File: config.mk
export PLATFORM = sky130hd
export DESIGN_NAME = game_flow_ctrl
export DESIGN_NICKNAME = d
export VERILOG_FILES = /design/src/rtl/game_flow_ctrl_pkg.sv /design/src/rtl/game_flow_ctrl_frame_tick.sv /design/src/rtl/game_flow_ctrl.sv
export SDC_FILE = /design/constraint.sdc
export NUM_CORES = 1
export LEC_CHECK = 0
export ABC_AREA = 1
export CAP_MARGIN = 0
export CORE_MARGIN = 2
export CORE_UTILIZATION = 45
export DETAILED_ROUTE_END_ITERATION = 10
export PLACE_DENSITY = 0.71
export SYNTH_ARGS = -nofsm -noshare
export SYNTH_HDL_FRONTEND = slang
export SYNTH_SLANG_ARGS = --single-unit
File: constraint.sdc
create_clock -name pxl_clk -period 2.4 [get_ports pxl_clk]
set_input_delay 0.36 -clock pxl_clk [delete_from_list [all_inputs] [get_ports pxl_clk]]
set_output_delay 0.36 -clock pxl_clk [all_outputs]
set_load 0.02 [all_outputs]
File: src/rtl/game_flow_ctrl_pkg.sv
// ---------------------------------------------------------------------------
// game_flow_ctrl_pkg
//   Shared definitions for the game sequencing logic: state encodings that
//   display_logic decodes, output field widths, and a saturating decrement
//   used for the lives counter.
// ---------------------------------------------------------------------------
package game_flow_ctrl_pkg;

    localparam int GAME_STATE_W = 3;
    localparam int LIVES_W      = 3;
    localparam int FRAME_CNT_W  = 8;

    // Codes are visible on game_state, so values are pinned explicitly.
    typedef enum logic [GAME_STATE_W-1:0] {
        ST_IDLE    = 3'd0,
        ST_SERVE   = 3'd1,
        ST_PLAY    = 3'd2,
        ST_MISS    = 3'd3,
        ST_WON     = 3'd4,
        ST_LOST    = 3'd5,
        ST_RESTART = 3'd6
    } game_state_e;

    // Decrement that sticks at zero.
    function automatic logic [LIVES_W-1:0] sat_dec(input logic [LIVES_W-1:0] val);
        return (val == '0) ? '0 : val - 1'b1;
    endfunction

endpackage

File: src/rtl/game_flow_ctrl_frame_tick.sv
// ---------------------------------------------------------------------------
// game_flow_ctrl_frame_tick
//   Turns the active-low VGA vsync into a one-cycle frame tick. vsync is
//   registered twice; tick fires on the falling edge of the first register,
//   i.e. one cycle after the pin edge. Reusable by ball_logic.
// Ports
//   pxl_clk  in  pixel clock
//   reset    in  asynchronous, active-high reset
//   vsync    in  VGA vsync (active-low), synchronous to pxl_clk
//   tick     out one-cycle pulse per frame
// ---------------------------------------------------------------------------
module game_flow_ctrl_frame_tick (
    input  logic pxl_clk,
    input  logic reset,
    input  logic vsync,
    output logic tick
);

    logic vsync_q;
    logic vsync_dly_q;

    // Both stages reset to the idle (high) level so leaving reset never
    // produces a spurious tick.
    // NOTE: sequential state uses non-blocking assignments so every flop
    // samples the pre-edge value of the others regardless of statement order.
    always_ff @(posedge pxl_clk or posedge reset) begin
        if (reset) begin
            vsync_q     <= 1'b1;
            vsync_dly_q <= 1'b1;
        end else begin
            vsync_q     <= vsync;
            vsync_dly_q <= vsync_q;
        end
    end

    assign tick = vsync_dly_q & ~vsync_q;

endmodule

File: src/rtl/game_flow_ctrl.sv
// ---------------------------------------------------------------------------
// game_flow_ctrl
//   Owns game sequencing: arms on the start level, serves the ball, runs
//   play, counts lives on each miss, holds the WON/LOST screens and restarts.
//   All timing is paced in frames via the vsync-derived tick.
// Parameters
//   SERVE_FRAMES  frames the ball is held at serve before play (1..255)
//   END_FRAMES    frames the WON/LOST screen is held before restart (1..255)
//   LIVES         lives per game (1..7)
// Ports
//   pxl_clk     in   pixel clock, the only clock
//   reset       in   asynchronous, active-high reset
//   start       in   1 = monitor synced, game may run
//   vsync       in   VGA vsync, active-low
//   win         in   level: all blocks cleared
//   lose        in   level: ball passed paddle
//   run         out  1 = ball_logic may move the ball
//   ball_reset  out  one-cycle pulse: recentre the ball
//   game_reset  out  one-cycle pulse: restore all blocks
//   lives_left  out  remaining lives
//   game_state  out  encoded state for display_logic
// ---------------------------------------------------------------------------
module game_flow_ctrl
    import game_flow_ctrl_pkg::*;
#(
    parameter int SERVE_FRAMES = 60,
    parameter int END_FRAMES   = 180,
    parameter int LIVES        = 3
) (
    input  logic                    pxl_clk,
    input  logic                    reset,
    input  logic                    start,
    input  logic                    vsync,
    input  logic                    win,
    input  logic                    lose,
    output logic                    run,
    output logic                    ball_reset,
    output logic                    game_reset,
    output logic [LIVES_W-1:0]      lives_left,
    output logic [GAME_STATE_W-1:0] game_state
);

    // Counter values at which the final frame of each hold is reached.
    localparam logic [FRAME_CNT_W-1:0] SERVE_LAST = FRAME_CNT_W'(SERVE_FRAMES - 1);
    localparam logic [FRAME_CNT_W-1:0] END_LAST   = FRAME_CNT_W'(END_FRAMES - 1);
    localparam logic [LIVES_W-1:0]     LIVES_INIT = LIVES_W'(LIVES);

    logic tick;

    game_state_e              state_q,      state_d;
    logic [FRAME_CNT_W-1:0]   frame_cnt_q,  frame_cnt_d;
    logic [LIVES_W-1:0]       lives_q,      lives_d;
    logic                     run_q,        run_d;
    logic                     ball_reset_q, ball_reset_d;
    logic                     game_reset_q, game_reset_d;

    game_flow_ctrl_frame_tick u_frame_tick (
        .pxl_clk (pxl_clk),
        .reset   (reset),
        .vsync   (vsync),
        .tick    (tick)
    );

    // -----------------------------------------------------------------------
    // Next-state, counters and output decode
    // -----------------------------------------------------------------------
    // NOTE: every signal assigned here gets a default first, so no path
    // through the case can leave one unassigned and infer a latch.
    always_comb begin
        state_d     = state_q;
        frame_cnt_d = frame_cnt_q;
        lives_d     = lives_q;

        unique case (state_q)
            ST_IDLE: begin
                if (start) state_d = ST_RESTART;
            end

            ST_RESTART: begin
                lives_d = LIVES_INIT;
                state_d = ST_SERVE;
            end

            ST_SERVE: begin
                if (tick) begin
                    if (frame_cnt_q == SERVE_LAST) state_d = ST_PLAY;
                    else                           frame_cnt_d = frame_cnt_q + 1'b1;
                end
            end

            ST_PLAY: begin
                // win takes priority when both levels arrive together.
                if (win)       state_d = ST_WON;
                else if (lose) state_d = ST_MISS;
            end

            ST_MISS: begin
                lives_d = sat_dec(lives_q);
                state_d = (lives_q <= LIVES_W'(1)) ? ST_LOST : ST_SERVE;
            end

            ST_WON, ST_LOST: begin
                if (tick) begin
                    if (frame_cnt_q == END_LAST) state_d = ST_RESTART;
                    else                         frame_cnt_d = frame_cnt_q + 1'b1;
                end
            end

            default: state_d = ST_IDLE;
        endcase

        // Losing start aborts any active state; lives are left as they are
        // until the next RESTART reloads them.
        if ((state_q != ST_IDLE) && !start) begin
            state_d = ST_IDLE;
            lives_d = lives_q;
        end

        // Each state begins its frame count from zero.
        if (state_d != state_q) frame_cnt_d = '0;

        // Outputs are computed from the next state and registered so they
        // line up cycle-for-cycle with state_q.
        run_d        = (state_d == ST_PLAY);
        game_reset_d = (state_d == ST_RESTART);
        // A miss that still leaves a life recentres the ball during MISS.
        ball_reset_d = (state_d == ST_RESTART) ||
                       ((state_d == ST_MISS) && (lives_q > LIVES_W'(1)));
    end

    // -----------------------------------------------------------------------
    // State register
    // -----------------------------------------------------------------------
    always_ff @(posedge pxl_clk or posedge reset) begin
        if (reset) begin
            state_q      <= ST_IDLE;
            frame_cnt_q  <= '0;
            lives_q      <= LIVES_INIT;
            run_q        <= 1'b0;
            ball_reset_q <= 1'b0;
            game_reset_q <= 1'b0;
        end else begin
            state_q      <= state_d;
            frame_cnt_q  <= frame_cnt_d;
            lives_q      <= lives_d;
            run_q        <= run_d;
            ball_reset_q <= ball_reset_d;
            game_reset_q <= game_reset_d;
        end
    end

    assign run        = run_q;
    assign ball_reset = ball_reset_q;
    assign game_reset = game_reset_q;
    assign lives_left = lives_q;
    assign game_state = state_q;

endmodule

Yosys cells after proc, flatten, opt, wreduce, memory -nomap -nowiden
Index checks and enable logic that the tools add are counted.
{"block": "classes", "reduce_logical": 12, "n_bitwise": 3, "n_eq_ne": 16, "add_sub_neg": 2, "mux": 18, "magnitude_cmp": 2}
{"op": "$mux W8", "count": 5}
{"op": "$mux W3", "count": 10}
{"op": "$pmux W3 S6", "count": 1}
{"op": "$pmux W8 S2", "count": 1}
{"op": "$eq A3 B2 Y1 const B", "count": 4}
{"op": "$eq A3 B3 Y1 const B", "count": 4}
{"op": "$ne A3 B3 Y1 const B", "count": 4}
{"op": "$add A8 B1 Y8 const B", "count": 1}
{"op": "$eq A8 B6 Y1 const B", "count": 1}
{"op": "$eq A8 B8 Y1 const B", "count": 1}
{"op": "$logic_not A3 Y1", "count": 2}
{"op": "$pmux W3 S2", "count": 1}
{"op": "$reduce_bool A3 Y1", "count": 2}
{"op": "$reduce_and A5 Y1", "count": 1}
{"op": "$eq A3 B1 Y1 const B", "count": 1}
{"op": "$gt A3 B1 Y1 const B", "count": 1}
{"op": "$le A3 B1 Y1 const B", "count": 1}
{"op": "$ne A3 B3 Y1", "count": 1}
{"op": "$sub A3 B1 Y3 const B", "count": 1}
{"op": "$logic_and A1 B1 Y1", "count": 2}
{"op": "$not A1 Y1", "count": 2}
{"op": "$reduce_and A2 Y1", "count": 1}
{"op": "$reduce_bool A2 Y1", "count": 1}
{"op": "$reduce_or A2 Y1", "count": 1}
{"op": "3 further kinds", "count": 3}
{"block": "totals", "elab_cells": 61, "output_inout_bits": 9, "regBits": 19, "input_bits": 6}

Depth between registers and ports, before layout
Gate-level depths: netlist of the first run.
{"block": "logic_depth", "depth_word": 8, "ltp_mapped": 11, "depth_no_buf": 11}

Hierarchy
A second synthesis of the first run with hierarchy kept.
{"block": "hier_totals", "cells_unflattened": 149, "hier_area_um2": 1156.1}
{"module": "game_flow_ctrl", "seq_area_each_um2": 427.9, "cells_each": 144, "area_per_inst_um2": 1089.8, "instances": 1}
{"module": "game_flow_ctrl_frame_tick", "seq_area_each_um2": 52.6, "cells_each": 5, "area_per_inst_um2": 66.3, "instances": 1}

Worst setup path after synthesis of the first run
No wires, ideal clock.
{"block": "synth_path", "path_kind": "register -> register", "from": "register state_q[1], in the netlist game_state[1]", "to": "register frame_cnt_q[0]", "period_less_slack_ps": 1550, "n_path_buf": 1, "setup_slack_ps": 850, "path_stages_with_launch": 11, "required_time_ps": 2319, "setup_ps": 81, "t_arrival_ps": 1470, "path_cell_list": "dfrtp_1 buf_6 inv_2 nand2_1 nor2_1 nand3_1 nand3_2 nand2_1 nand2_1 nand2_2 nor3_2"}
{"block": "synth_via", "elab_chain_len": 7, "elab_cells_between_ends": 28, "classes_between": "11 x eq/ne; 11 x mux; 6 x reduce/logical"}
{"element": "start, declared", "line": "game_flow_ctrl.sv:50", "text": "game_state_e state_q, state_d;"}
{"element": "start signal, assigned", "line": "game_flow_ctrl.sv:143", "text": "state_q <= state_d;"}
{"element": "$eq A3 B3 Y1 (tied with other cells)", "line": "game_flow_ctrl.sv:74", "text": "unique case (state_q)"}
{"element": "$reduce_or A2 Y1 (tied with other cells)", "line": "game_flow_ctrl.sv:74"}
{"element": "$pmux W3 S6", "line": "game_flow_ctrl.sv:74"}
{"element": "$mux W3", "line": "game_flow_ctrl.sv:114", "text": "if ((state_q != ST_IDLE) && !start) begin"}
{"element": "$ne A3 B3 Y1", "line": "game_flow_ctrl.sv:120", "text": "if (state_d != state_q) frame_cnt_d = '0;"}
{"element": "$ne A3 B3 Y1 (no source line) or $reduce_bool A3 Y1 (tied branches)"}
{"element": "$reduce_and A5 Y1 (no source line)"}
{"element": "end signal, assigned", "line": "game_flow_ctrl.sv:144", "text": "frame_cnt_q <= frame_cnt_d;"}
{"element": "end, declared", "line": "game_flow_ctrl.sv:51", "text": "logic [FRAME_CNT_W-1:0] frame_cnt_q, frame_cnt_d;"}
Parallel ways exist; a longest one is shown, timed or not.
A chain may end at the register's enable or synchronous reset.

Final worst setup path of the first run
{"block": "layout_path", "from": "register state_q[1], in the netlist game_state[1]", "to": "output port game_state[1]"}
{"element": "end, declared", "line": "game_flow_ctrl.sv:40", "text": "output logic [GAME_STATE_W-1:0] game_state"}
No word-level cell between the ends.

==> results of run 1 <==
layer usage:
layer | wire length (um) | track usage [%] | part of all wire [%]
met1 | 1240 | 24.3 | 50
met2 | 1130 | 25.4 | 46
met3 | 60 | 3.00 | 2.4
met4 | 27 | 6.12 | 1.1
met5 | 0 | 0 | 0
power breakdown:
group / switching [mW] / internal [mW] / total, mW
sequential: 0.0814 / 0.395 / 0.476
combinational: 0.502 / 0.246 / 0.749
clock: 0.0840 / 0.0645 / 0.149
how the worst max path moves through the flow:
stage,startpoint,end,slack [ns],cells past startpoint
after floorplan,game_state[1],frame_cnt_q[0],0.85,10
after global placement,frame_cnt_q[0],frame_cnt_q[0],0.63,7
after detailed placement,frame_cnt_q[0],frame_cnt_q[0],0.54,7
after CTS,game_state[1],game_state[1],0.46,1
after global routing,frame_cnt_q[0],frame_cnt_q[0],0.32,7
final,game_state[1],game_state[1],0.46,1
cells by family (layout without fill, tap and decap cells):
family | after synthesis | count (layout)
simple gates | 109 | 109
buf+inv | 26 | 41
flops | 19 | 19
compound gates | 8 | 8
fa+ha+maj | 1 | 1
xor+xnor | 1 | 1
registers in the layout, indices dropped and copies added, names as in the netlist:
| signal | cells |
|---|---|
| game_state | 3 |
| run | 1 |
| lives_left | 3 |
| game_reset | 1 |
| u_frame_tick.vsync_dly_q | 1 |
| ball_reset | 1 |
| frame_cnt_q | 8 |
| u_frame_tick.vsync_q | 1 |
layout make-up:
class	instances	area (sq um)	area share, %
multi-input combinational	119	642	45.4
timing repair buffer	14	140	9.92
clock buffer	4	26.3	1.86
inverter	23	86.3	6.11
sequential	19	480	34.0
tap	30	37.5	2.66
synthesized netlist by cell type:
master    instances  share of area, %
nand4_1           9               4.6
ha_1              1               1.0
nand3_1          20               8.1
nor4_1            1              0.51
nand3_4           1               1.4
and2_1            1              0.51
nand3_2           3               2.4
nand2_2           3               1.5
dfstp_2           4               8.5
inv_1            15               4.6
nor2_2            2               1.0
buf_4             1              0.61
o21ai_0           5               2.0
o211ai_1          1              0.61
buf_2             1              0.41
o21ai_2           1              0.71
xor2_1            1              0.71
inv_2             8               2.4
nor2_4            1              0.91
buf_6             1              0.91
nor2_1           21               6.4
dfrtp_1          15                30
nand3b_1          1              0.61
nor3_2            9               7.3
nand2_1          37                11
o21ai_1           1              0.41
through the flow:
step                      instances  util (%)  cell area (sq um)
after floorplan                 164         -               1230
after global placement          205      54.5               1390
after detailed placement        205      54.5               1390
after CTS                       209      55.5               1410
after global routing            209      55.5               1410
final                           209      55.5               1410
==> parameters.txt, run 1 <==
Parameter                              Value

STA
  Time the final worst path needs with I/O delays and setup ... 1.94 ns
  Number of max-slew violations in the final report ... 0
  Setup slack after layout ... 0.459 ns
  Worst hold slack ... approximately 0.38 ns
  Final hold violation count ... 0
  Layout Skew ... 0.00109 ns
  Setup repair after global routing missed its margin ... no
  Fin crit share ... 80.9%
  Worst slew margin ... a little under three fifths
  Number of failing setup endpoints in the final timing report ... 0
  Total negative setup slack ... 0 ns
  Worst-margin pin slew ... between 0.6 and 0.7 ns
  Peak Freq ... 0.515 GHz

Clock tree
  Clock transition at path regs ... approximately 0.090 ns
  Clock Tree Root ... clkbuf_4
  Number of CTS-inserted buffers ... 3
  Total number of clock tree sinks ... 19
  Maximum root-to-sink buffer count ... 2
  Clock latency at the later pin of the worst-skew pair ... roughly 0.28 ns
  # resized after CTS ... 0
  CTS hold repair buffers ... 0
  Post CTS Setup Buffer Count ... 0
  CTS tree ... done
  Deepest level of the CTS H-tree ... 1

Pwr
  Power density normalized to cell area ... around 970 nW/um^2
  Peak ir drop on the vdd network ... 0.742 mV
  Pleak ... 0.648 nW
  Power consumption ... approximately 1.4 mW

Die
  Die width ... 56.3 um
  Die area ... about 3200 sq um
  IO Pins ... 15
  Vert. Die Dim ... roughly 56 um
  Initial core utilization ... 48.4%
  Core Box Area ... 2540 sq um
  Standard-cell rows ... 18

Hold path
  Hold Path Cell Cnt ... 0
  Endpoint of the worst hold-timing path ... u_frame_tick.vsync_dly_q
  Hold Path Origin ... u_frame_tick.vsync_q
  Min-Delay Path Class ... flip-flop to flip-flop

Placed design
  Post-DP HPWL ... 1.94 mm
  Post-placement worst setup slack ... approximately 0.54 ns
  Port Buf Inserts ... 14
  Last weighted congestion value of the routability-driven placer ... between 0.8 and 0.9

Worst setup path
  Critical path's top delay family ... buffers and inverters
  Delay of the slowest cell on the worst path ... around 0.7 ns
  Startpoint type of the worst setup path ... flip-flop
  Slowest CP cell ... clkdlybuf4s50_1
  Worst r2r dst ... frame_cnt_q[0]
  Type of the worst setup path ... flip-flop to primary output
  Cell-by-cell listing of the critical path ... clkdlybuf4s50_1
  Worst Path Max Fanout ... 11
  Endpoint class of the critical path ... primary output
  Critical path required time ... 2.04 ns
  Buffer and inverter count on the worst path ... 1
  Reg2Reg Setup Slack ... 0.52 ns
  FF-to-FF Start ... frame_cnt_q[0]
  Cell count of the worst reg-to-reg path ... 7
  Arrival time at the worst endpoint ... 1.58 ns

Synth
  Main combinational cell family by area after synthesis ... simple AND/OR/NAND/NOR gates
  Synthesized area ... 1230 sq um
  Mean instance size in the synthesized netlist ... 7.51 sq um
  Synth Warn # ... 0
  Basic-gate share of the synthesized area counting and, or, nand and nor cells ... 46.6%
  Post-synthesis cell type count ... 26
  Adder and majority gate portion of the synthesized area ... between 1 and 1.5%
  Compound-gate portion of the synthesized area ... 3.76%
  Synthesis-stage register bit count ... 19
  Synthesized instance count ... 164
  Sequential fraction of the synthesis area ... roughly two fifths
  Post-synthesis mux area share ... 0%
  Net count after synthesis ... 171
  Xor/xnor share of the synthesized area ... 0.711%

Route
  Vias post-DR ... 1,111
  Routed Wire Length ... 2.46 mm
  Average wire per cell in the routed design ... 11.8 um
  Number of design rule violations left after detail routing ... 0
  Antenna-violating nets left ... 0
  Vias per inst ... 5.32
  First drt pass iteration count ... 4
  DRC marker count from the first detailed-route iteration ... 38

Global route
  First-pass GRT wire length ... 4.28 mm
  Initial antenna violation count ... 0
  Number of global-route vias before repair ... 993
  Total gr overflow ... 0
  Maximum number of pins on one net before global-route repair ... 20
  Total routing resource utilization after global routing ... around 17%

Status
  Run status ... finished clean

Final layout
  Commonest non-fill, non-tap cell in the layout ... nand2_1
  Post-synthesis to final-layout area growth ... 14.6%
  Top library cells by usage in the layout, fill and taps aside ... 37 x nand2_1, 21 x nor2_1, 20 x nand3_1, 15 x inv_1, 15 x dfrtp_1
  Fraction of final layout cells with drive strength greater than 1 ... 19.6%
  ANT cells ... 0
  Fill cells ... between 200 and 250
  Post-layout nets ... between 150 and 200

Job
  Number of max-capacitance violations reported ... 0
Power figures use the tool's default switching activity.
==> inputs of run 2 (changes only) <==
- clock period: 2.4 -> 1.8 ns (I/O delays scaled with it)
==> run 2 against run 1 <==
Total power is 38% higher; clock power is 33% higher; sequential power is 33% higher; setup slack worse by 0.38 ns.
==> parameters.txt, run 2 (same netlist as run 1, synthesis figures left out) <==
Parameter                              Value

Status
  Run status ... finished clean

STA
  Setup repair after global routing missed its margin ... no
  Time the final worst path needs with I/O delays and setup ... about 1.7 ns
  Number of max-slew violations in the final report ... 0
  Peak Freq ... roughly 0.58 GHz
  Layout Skew ... 0.00239 ns
  Total negative setup slack ... 0 ns
  Number of failing setup endpoints in the final timing report ... 0
  Worst slew margin ... 75.2%
  Final hold violation count ... 0
  Worst-margin pin slew ... approximately 0.37 ns
  Worst hold slack ... between 0.2 and 0.25 ns
  Fin crit share ... 95.9%

Clock tree
  Clock Tree Root ... clkbuf_4
  CTS tree ... done
  Deepest level of the CTS H-tree ... 1
  Total number of clock tree sinks ... 19
  Clock transition at path regs ... 0.10 ns
  Number of CTS-inserted buffers ... 3
  Clock latency at the later pin of the worst-skew pair ... 0.28 ns
  Maximum root-to-sink buffer count ... 2

Global route
  Maximum number of pins on one net before global-route repair ... 15
  Total gr overflow ... 0
  Number of global-route vias before repair ... 1,023
  Total routing resource utilization after global routing ... 17.1%
  Initial antenna violation count ... 0
  First-pass GRT wire length ... 4.41 mm

Route
  First drt pass iteration count ... 4
  Number of design rule violations left after detail routing ... 0
  Antenna-violating nets left ... 0
  Vias per inst ... 5.30
  Routed Wire Length ... 2.52 mm
  Vias post-DR ... 1,128
  Average wire per cell in the routed design ... between 10 and 15 um
  DRC marker count from the first detailed-route iteration ... 37

Worst setup path
  Cell count of the worst reg-to-reg path ... 9
  Type of the worst setup path ... flip-flop to primary output
  Critical path's top delay family ... buffers and inverters
  Startpoint type of the worst setup path ... flip-flop
  Worst Path Max Fanout ... 5
  Crit. path cell count ... 1
  FF-to-FF Start ... frame_cnt_q[1]
  Arrival time at the worst endpoint ... ~1.5 ns
  Buffer and inverter count on the worst path ... 1
  Delay of the slowest cell on the worst path ... 0.60 ns
  Critical path required time ... 1.53 ns
  Crit path launch ... lives_left[0]
  Endpoint class of the critical path ... primary output
  Cell-by-cell listing of the critical path ... clkdlybuf4s50_1
  Slowest CP cell ... clkdlybuf4s50_1

Pwr
  Pleak ... 0.680 nW
  Peak ir drop on the vdd network ... 0.919 mV
  Power density normalized to cell area ... 1300 nW/um^2
  Power consumption ... 1.89 mW

Job
  Number of max-capacitance violations reported ... 0

Final layout
  Fraction of final layout cells with drive strength greater than 1 ... approximately a quarter
  ANT cells ... 0
  Post-layout nets ... 191
  Fill cells ... 229
  Register with the most flip-flops ... frame_cnt_q
  Final design utilization ... 57.3%
  Commonest non-fill, non-tap cell in the layout ... nand2_1
  Post-synthesis to final-layout area growth ... 18.3%
  Flip-flop count of the largest register after layout ... 8
  Top library cells by usage in the layout, fill and taps aside ... 37 x nand2_1, 20 x nand3_1, 20 x nor2_1, 15 x inv_1, 14 x dfrtp_1

Hold path
  Min-Delay Path Class ... input port to asynchronous set/reset pin

Die
  Initial core utilization ... 48.4%
  Standard-cell rows ... 18
  Die area ... 3170 sq um
  Die width ... ~56 um
  IO Pins ... 15
  Core Box Area ... 2540 sq um
  Vert. Die Dim ... 56.3 um

Placed design
  Port Buf Inserts ... 14
  Last weighted congestion value of the routability-driven placer ... 0.834
  Post-DP HPWL ... 2.03 mm
-- run 2: changes by cell type in the layout (fill, tap and decap cells not counted), sizes merged --
cell / delta
clkinv: +1
clkdlybuf4s50: -1
buf: +4
clkbuf: -1
dlymetal6s2s: +1
-- run 2: worst paths after layout --
path                                       endpoint  slack, ns
min in group pxl_clk       u_frame_tick.vsync_dly_q       0.38
min reg2reg                u_frame_tick.vsync_dly_q       0.38
min                                             run       0.23
max                                   lives_left[0]       0.07
max in group asynchronous  u_frame_tick.vsync_dly_q       1.05
max reg2reg                          frame_cnt_q[5]       0.12
-- run 2: through the flow --
step,setup slack [ns],instances,area (sq um)
final,0.0743,213,1460
after global routing,0.0290,213,1460
after CTS,0.0369,212,1440
after detailed placement,0.0884,208,1410
after global placement,0.0978,208,1410
after floorplan,0.250,164,1230
-- run 2: what timing repair did --
action / 4_1_cts / 5_1_grt
setup buffers: 0 / 1
pin swaps: 0 / 0
gates resized for setup: 1 / 4
hold buffers: 0 / 0
setup endpoints to repair: 1 / 10
-- run 2: where the power goes --
group / total, mW / internal [mW] / leakage [nW] / switching (mW)
Sequential: 0.631 / 0.530 / 0.246 / 0.102
Combinational: 1.06 / 0.371 / 0.416 / 0.688
Clock: 0.198 / 0.0824 / 0.0177 / 0.116
-- run 2: metal layers --
layer	wire length (um)	share of wire [%]	global-route usage (%)	up-vias
met3	61	2.4	2.30	2
met1	1240	49	25.1	533
met5	0	0	0	-
met4	17	0.67	4.08	0
li1	-	-	-	575
met2	1200	48	26.7	18
-- run 2: area by class of cell --
| class | count | area (sq um) | area share (%) |
|---|---|---|---|
| clock inverters | 1 | 5.00 | 0.343 |
| multi-input cells | 119 | 652 | 44.7 |
| well taps | 30 | 37.5 | 2.58 |
| repair buffers | 18 | 173 | 11.8 |
| clock buffers | 3 | 22.5 | 1.55 |
| flip-flops and latches | 19 | 482 | 33.0 |
| inverters | 23 | 86.3 | 5.92 |
